--- src/rtl/fetch_sequencer.sv ---
// PC sequencer with redirect bubble and return-address storage.
// Define FETCH_RAS_EN for a RAS_DEPTH stack; otherwise a single link register.
module fetch_sequencer #(
    parameter int unsigned      WIDTH     = 6,
    parameter int unsigned      RAS_DEPTH = 4,
    parameter logic [WIDTH-1:0] RESET_PC  = '0
) (
    input  logic             Clk,
    input  logic             Reset,
    input  logic [WIDTH-1:0] IncPC,
    input  logic             Stall,
    input  logic             Branch,
    input  logic             Cond,
    input  logic             Jump,
    input  logic             Call,
    input  logic             Ret,
    input  logic [WIDTH-1:0] Target,
    output logic [WIDTH-1:0] PC,
    output logic             Valid,
    output logic             RasEmpty,
    output logic             RasFull,
    output logic             RasErr
);

    typedef enum logic {
        RUN,
        BUBBLE
    } state_e;

    if (RAS_DEPTH < 2 || RAS_DEPTH > 8 ||
        (RAS_DEPTH & (RAS_DEPTH - 1)) != 0) begin : g_bad_depth
        $error("RAS_DEPTH must be a power of two in 2..8");
    end

    state_e           state_q, state_d;
    logic [WIDTH-1:0] pc_q, pc_d;
    logic             err_q, err_d;
    logic             push, pop;
    logic [WIDTH-1:0] top;
    logic             empty, full;

    always_comb begin
        state_d = state_q;
        pc_d    = pc_q;
        err_d   = err_q;
        push    = 1'b0;
        pop     = 1'b0;
        if (!Stall) begin
            if (state_q == BUBBLE) begin
                pc_d    = IncPC;
                state_d = RUN;
            end else if (Ret && !empty) begin
                pc_d    = top;
                pop     = 1'b1;
                state_d = BUBBLE;
            end else if (Ret) begin
                // Underflow falls through as a plain sequential fetch.
                pc_d  = IncPC;
                err_d = 1'b1;
            end else if (Call) begin
                pc_d    = Target;
                push    = 1'b1;
                state_d = BUBBLE;
                if (full) begin
                    err_d = 1'b1;
                end
            end else if (Jump || (Branch && Cond)) begin
                pc_d    = Target;
                state_d = BUBBLE;
            end else begin
                pc_d = IncPC;
            end
        end
    end

    always_ff @(posedge Clk or posedge Reset) begin
        if (Reset) begin
            state_q <= BUBBLE;
            pc_q    <= RESET_PC;
            err_q   <= 1'b0;
        end else begin
            state_q <= state_d;
            pc_q    <= pc_d;
            err_q   <= err_d;
        end
    end

`ifdef FETCH_RAS_EN
    localparam int unsigned PTRW = $clog2(RAS_DEPTH);
    localparam int unsigned CNTW = $clog2(RAS_DEPTH + 1);

    logic [WIDTH-1:0] ras_q [RAS_DEPTH];
    logic [WIDTH-1:0] ras_d [RAS_DEPTH];
    logic [PTRW-1:0]  ptr_q, ptr_d;
    logic [PTRW-1:0]  ptr_dec;
    logic [CNTW-1:0]  cnt_q, cnt_d;

    // ptr_q is the next free slot; the newest entry sits just below it.
    assign ptr_dec = ptr_q - PTRW'(1);
    assign top     = ras_q[ptr_dec];
    assign empty   = (cnt_q == '0);
    assign full    = (cnt_q == CNTW'(RAS_DEPTH));

    always_comb begin
        ras_d = ras_q;
        ptr_d = ptr_q;
        cnt_d = cnt_q;
        if (push) begin
            ras_d[ptr_q] = IncPC;
            ptr_d        = ptr_q + PTRW'(1);
            if (!full) begin
                cnt_d = cnt_q + CNTW'(1);
            end
        end else if (pop) begin
            ptr_d = ptr_dec;
            cnt_d = cnt_q - CNTW'(1);
        end
    end

    always_ff @(posedge Clk or posedge Reset) begin
        if (Reset) begin
            for (int i = 0; i < int'(RAS_DEPTH); i++) begin
                ras_q[i] <= '0;
            end
            ptr_q <= '0;
            cnt_q <= '0;
        end else begin
            ras_q <= ras_d;
            ptr_q <= ptr_d;
            cnt_q <= cnt_d;
        end
    end
`else
    logic [WIDTH-1:0] link_q, link_d;
    logic             full_q, full_d;

    assign top   = link_q;
    assign full  = full_q;
    assign empty = ~full_q;

    always_comb begin
        link_d = link_q;
        full_d = full_q;
        if (push) begin
            link_d = IncPC;
            full_d = 1'b1;
        end else if (pop) begin
            full_d = 1'b0;
        end
    end

    always_ff @(posedge Clk or posedge Reset) begin
        if (Reset) begin
            link_q <= '0;
            full_q <= 1'b0;
        end else begin
            link_q <= link_d;
            full_q <= full_d;
        end
    end
`endif

    assign PC       = pc_q;
    assign Valid    = (state_q == RUN);
    assign RasEmpty = empty;
    assign RasFull  = full;
    assign RasErr   = err_q;

endmodule

--- config.mk ---
export PLATFORM = sky130hd
export DESIGN_NAME = fetch_sequencer
export DESIGN_NICKNAME = d
export VERILOG_FILES = /design/src/rtl/fetch_sequencer.sv
export SDC_FILE = /design/constraint.sdc
export NUM_CORES = 1
export LEC_CHECK = 0
export CORE_MARGIN = 5
export CORE_UTILIZATION = 37
export CTS_CLUSTER_SIZE = 30
export DETAILED_ROUTE_END_ITERATION = 6
export HOLD_SLACK_MARGIN = 0.05
export PLACE_DENSITY_LB_ADDON = 0.15
export SKIP_LAST_GASP = 1
export SYNTH_ARGS = -nofsm -noshare
export SYNTH_HDL_FRONTEND = slang
export SYNTH_SLANG_ARGS = --single-unit
--- constraint.sdc ---
create_clock -name Clk -period 1.25 [get_ports Clk]
set_input_delay 0.25 -clock Clk [delete_from_list [all_inputs] [get_ports Clk]]
set_output_delay 0.25 -clock Clk [all_outputs]
set_load 0.02 [all_outputs]
==> results of run 1 <==
through the flow:
| stage | std cells | util | hold WS [ns] | total power [uW] |
|---|---|---|---|---|
| 2_1_floorplan | 64 | - | 0.151 | 1040 |
| 3_3_place_gp | 131 | 0.599 | 0.453 | 1380 |
| 3_5_place_dp | 131 | 0.599 | 0.462 | 1400 |
| 4_1_cts | 139 | 0.639 | 0.254 | 1670 |
| 5_1_grt | 138 | 0.648 | 0.226 | 1820 |
| 6_report | 138 | 0.648 | 0.218 | 1710 |
sequential cells by signal, indices dropped and copies added (netlist names):
signal / cells
state_q: 1
link_q: 6
RasErr: 1
RasFull: 1
PC: 6
what timing repair did:
item	in CTS	in global routing
buffers inserted	4	1
resized for setup	25	28
pin swaps	3	8
endpoints found under the setup margin	24	25
final cells by class:
cell class / count / area (sq um) / share of cell area
timing repair buffer: 46 / 395 / 0.321
multi-input combinational: 41 / 380 / 0.309
tap: 27 / 33.8 / 0.0274
clock buffer: 4 / 26.3 / 0.0213
sequential: 15 / 378 / 0.307
inverter: 5 / 18.8 / 0.0152
cells by family (layout without fill, tap and decap cells):
group	count (synthesis)	after routing	share of synthesized area
muxes	11	11	0.163
buffers and inverters	8	55	0.0538
AOI/OAI and AO/OA	18	18	0.170
and+or+nand+nor	12	12	0.0903
DFF	15	15	0.523
Yosys cell counts, drive strengths merged:
master / n
a21o: 1
buf: 2
nor2: 1
inv: 5
nand3: 1
dfrtp: 14
clkbuf: 1
nand2: 4
or2: 2
or3: 2
mux2: 6
nand2b: 1
a21oi: 3
a211oi: 1
a32o: 1
a22oi: 5
a31oi: 1
and3: 1
mux2i: 5
dfstp: 1
o22ai: 6
how the worst max path moves through the flow:
stage | start | endpoint | slack, ns | cells past startpoint
final | state_q | link_q[4] | -0.11 | 4
after global placement | Call | PC[1] | -0.45 | 5
after global routing | state_q | link_q[2] | -0.13 | 4
after detailed placement | Call | PC[1] | -0.48 | 5
after floorplan | state_q | PC[1] | -0.05 | 4
after CTS | state_q | Valid | -0.21 | 2
layer usage:
metal / share of wire / up-vias / GRT usage
li1: - / 331 / -
met1: 0.43 / 320 / 0.166
met2: 0.50 / 20 / 0.269
met3: 0.060 / 4 / 0.0637
met4: 0.014 / 0 / 0.0290
met5: 0 / - / 0
power breakdown:
group / internal (uW) / switching (uW)
sequential: 625 / 77.8
clock: 124 / 139
combinational: 402 / 342
critical path, cell delays in order (launching register included):
cell and delay (ns):
dfstp_2 0.57, buf_6 0.11, nor2_4 0.03, and3_4 0.23, mux2_4 0.31
==> results.toml, run 1 <==
[run_status]
status = "finished, violations left"
violations = "negative setup slack"

[layout]
diodes = 0
final_cell_mix = "16 x buf_4, 14 x clkdlybuf4s50_1, 13 x dfrtp_1"
syn2layout_area_growth_pct = 71.0
drive_gt1_frac = 0.423
layout_commonest_cell = "buf_4"
final_cell_area_sq_mm = 0.00123
n_fill_cell = 159
layout.nets = 132

[routing]
drc_errors = 0
wire_per_inst_um = 14.3
wl_um = 1980
ant_nets = 0
via_per_inst = 4.89
drt_iter0_drc = 15
dr_total_vias = 675
drt_first_pass_iters = 4

[clock_network]
clk_latency_ns = 0.28
cts-hold-fix-buffers = 0
cts_root_buf = "clkbuf_4"
tritoncts = "built"
clk_pin_slew_ns = 0.09
cts.htree.levels = 1
cts_buffers = 3
cts_sinks = 15
clockBufferDepth = 2

[worst_hold_path]
hp-class = "input pin to register"
hold_end = "RasFull"
min_from = "Ret"
whs_path_depth = 2

[worst_setup_path]
rr_worst_depth = 4
crit_path_end_kind = "register"
worst_ep_arrival_time_ns = 1.52
path_class = "register to register"
cp-start-kind = "register"
reg2reg_slack_ns = -0.11
r2r-start = "state_q"
r2r_end = "link_q[4]"
cp_max_fo = 6
cp.required_ns = 1.41

[flow_run]
cap_viol_max_count = 0

[timing]
worst_pin_slew_ns = 0.221
setup_tns_ns = -0.792
setup_viol = 10
setup_ws_ns = -0.113
period_share = 1.09
skew_ns = 0.00826
finalHoldViolCount = 0
slew_headroom = 0.852
drv_slew = 0
fmax_mhz = 734
rsz0062_at_grt = "true"
layout_min_cycle_time_ns = 1.36

[global_route]
grt_pass1_wl_um = 3110
grt_max_degree = 9
antenna_found_initial = 0
grt_util_all_layers = 0.151
grt_pass1_vias = 730
grt_overflow = 0

[yosys]
yosys_warnings = 0
postSynthCellCount = 64
synth_top_cell_area_share = 0.486
syn_nets = 84
synth_top_cell_by_area = "dfrtp_1"
ys_seq_area_frac = 0.523
synth_area_leaders = "dfrtp_1 49%, mux2_2 9.4%, mux2i_1 6.9%, a22oi_1 5.2%, o22ai_1 5.2%"
postSynthAreaPerCell_sq_um = 11.3
syn_area_sq_um = 721
synth_seq_cells = 15
synth.distinct_cells = 22

[die]
start_util = 0.379
die_x_um = 54.1
ioPinCount = 30
die_area_sq_mm = 0.00293
fp.coreArea_sq_mm = 0.00190
row_count = 16
fp.dieH_um = 54.1

[pwr]
power_leakage_uw = 0.000565
irDropWorstVdd_uv = 1070
powerDensity_mw_per_mm2 = 1390

[placed_design]
dp_hpwl_um = 1430
dpl-instance-area_sq_mm = 0.00114
place_congestion = 0.827
numPortBuffers = 29
pre_cts_ws_ns = -0.483
Power figures use the tool's default switching activity.
==> run 2: changes to the inputs <==
--- a/config.mk
+++ b/config.mk
@@ -5,8 +5,9 @@
 export SDC_FILE = /design/constraint.sdc
 export NUM_CORES = 1
 export LEC_CHECK = 0
-export CORE_MARGIN = 5
-export CORE_UTILIZATION = 37
+export ABC_AREA = 1
+export CORE_MARGIN = 3
+export CORE_UTILIZATION = 39
 export CTS_CLUSTER_SIZE = 30
 export DETAILED_ROUTE_END_ITERATION = 6
 export HOLD_SLACK_MARGIN = 0.05
==> results.toml, run 2 <==
[yosys]
synthMostInstantiatedCell = "nand2_1"
synth_seq_cells = 15
syn_nets = 121
ys_async_sr_fraction = 1.00
synth_top_cell_by_area = "dfrtp_1"
synthFlopType = "dfrtp_1"
ys_seq_area_frac = 0.436
synth.distinct_cells = 22
synth_edf_count = 0
synth_top_cell_area_share = 0.406
yosys_warnings = 0
syn_area_sq_um = 863
postSynthCellCount = 101
synth_area_leaders = "dfrtp_1 41%, nand2_1 7.8%, o21ai_2 6.1%, inv_1 4.8%, nand3b_1 4.3%"
postSynthAreaPerCell_sq_um = 8.55
synth.top_cells.by_count = "18 x nand2_1, 14 x dfrtp_1, 11 x inv_1, 7 x nand3_1"

[placed_design]
place_congestion = 0.751
dp_hpwl_um = 1510
numPortBuffers = 29

[die]
row_count = 16
die_area_sq_mm = 0.00281
fp.coreArea_sq_mm = 0.00202
die_x_um = 53.1
fp.dieH_um = 53.1
start_util = 0.427
ioPinCount = 30

[worst_setup_path]
slowest_stage = "dfstp_2"
worst_ep_arrival_time_ns = 1.00
cp.required_ns = 1.00
cp_max_fo = 2
crit_family = "flip-flops"
critPathMaxStageDelay_ns = 0.55
critPathBufInv = 2
path_cells = "inv_2 -> buf_6"
path_class = "register to output port"
crit_path_end_kind = "output port"
cp-start-kind = "register"

[pwr]
powerDensity_mw_per_mm2 = 1290
power_leakage_uw = 0.000586
irDropWorstVdd_uv = 689

[clock_network]
cts-hold-fix-buffers = 0
clk_pin_slew_ns = 0.10
tritoncts = "built"
cts.htree.levels = 1
cts_buffers = 3
clk_latency_ns = 0.29
clockBufferDepth = 2
cts_sinks = 15
cts_root_buf = "clkbuf_4"

[layout]
post-route-util = 0.623
layout_commonest_cell = "clkdlybuf4s50_1"
syn2layout_area_growth_pct = 45.8
diodes = 0
drive_gt1_frac = 0.312
final_cell_mix = "19 x clkdlybuf4s50_1, 18 x nand2_1, 14 x dfrtp_1"
layout.nets = 162

[flow_run]
cap_viol_max_count = 0

[run_status]
violations = "negative setup slack"
status = "finished, violations left"

[routing]
via_per_inst = 4.61
drt_iter0_drc = 8
dr_total_vias = 775
drt_first_pass_iters = 4
wire_per_inst_um = 12.1
ant_nets = 0
wl_um = 2040
drc_errors = 0

[timing]
setup_ws_ns = -0.00338
rsz0062_at_grt = "true"
setup_viol = 1
slew_headroom = 0.861
period_share = 1.00
finalHoldViolCount = 0
fmax_mhz = 798
whs_ns = 0.269
drv_slew = 0
skew_ns = 0.00480
layout_min_cycle_time_ns = 1.25
worst_pin_slew_ns = 0.209

[global_route]
grt_util_all_layers = 0.170
grt_pass1_vias = 792
grt_pass1_wl_um = 3390
grt_max_degree = 16
grt_overflow = 0
antenna_found_initial = 0

[worst_hold_path]
hp-class = "input pin to asynchronous set/reset pin"
==> run 2: cell types whose count changed in the layout (fill, tap and decap cells not counted), moves of 5 or more <==
cell | previous run | this run
clkdlybuf4s50_1 | 14 | 19
nand3b_1 | 0 | 5
o22ai_1 | 5 | 0
nand3_1 | 1 | 7
or2_0 | 0 | 6
mux2i_1 | 5 | 0
o21ai_2 | 0 | 6
mux2_4 | 6 | 0
inv_1 | 4 | 9
buf_4 | 16 | 7
nand2_1 | 3 | 18
==> run 2: layer usage <==
layer,global-route usage,wire (um),up-vias
met4,0.0894,34,0
met2,0.279,956,23
li1,-,-,399
met3,0.0366,139,4
met5,0,0,-
met1,0.207,908,349
==> run 2: cell families after synthesis <==
group | Yosys count | synth area share
buffers and inverters | 15 | 0.0826
AO/OA/AOI/OAI | 15 | 0.120
flip-flops | 15 | 0.436
AND/OR/NAND/NOR | 56 | 0.361
==> run 2: layout make-up <==
type                            instances  area [sq um]
Fill cell                             192           763
Sequential cell                        15           377
Inverter                               13          48.8
Tap cell                               27          33.8
Timing Repair Buffer                   38           354
Clock buffer                            4          26.3
Multi-Input combinational cell         71           419
==> run 2: what timing repair did <==
action | in CTS | in global routing
endpoints found under the setup margin | 10 | 14
pin swaps | 0 | 0
gates resized for setup | 19 | 16
buffers inserted | 0 | 1
==> run 2: worst reg2reg max path, cell delays in order (launching register included) <==
cell,delay [ns]
dfstp_2,0.39
buf_4,0.13
nor2_2,0.16
nand3_2,0.11
buf_12,0.17
nand2_1,0.07
o21ai_2,0.05
==> run 2: metrics by stage <==
step	total power [uW]	area [sq um]	setup TNS [ns]	std cells	setup WS, ns
after floorplan	1050	863	0	101	0.0660
after detailed placement	1380	1250	-3.10	163	-0.249
final	1620	1260	-0.00338	168	-0.00338
after global routing	1740	1260	-0.0451	168	-0.0451
after CTS	1630	1270	-0.199	167	-0.199
after global placement	1370	1250	-2.82	163	-0.237
==> run 2: power breakdown <==
group / total (uW) / switching, uW / internal (uW)
Clock: 291 / 167 / 124
Sequential: 673 / 67.5 / 606
Combinational: 660 / 346 / 314
Total: 1620 / 580 / 1040
==> run 2: path summary, 6_finish.rpt <==
kind / start / endpoint / slack (ns) / cells after the start
max in group asynchronous: Reset / state_q / 0.78 / 3
min: Reset / link_q[0] / 0.27 / 3
max reg2reg: state_q / link_q[5] / 0.08 / 6
min reg2reg: RasErr / RasErr / 0.48 / 1
min in group Clk: RasErr / RasErr / 0.48 / 1
max: state_q / Valid / -0.003 / 2
==> run 3: changes to the inputs <==
--- a/config.mk
+++ b/config.mk
@@ -16,3 +16,4 @@
 export SYNTH_ARGS = -nofsm -noshare
 export SYNTH_HDL_FRONTEND = slang
 export SYNTH_SLANG_ARGS = --single-unit
+export TNS_END_PERCENT = 100
==> results of run 3 <==
No change in the layout: final DEF, timing and power equal those of run 2.
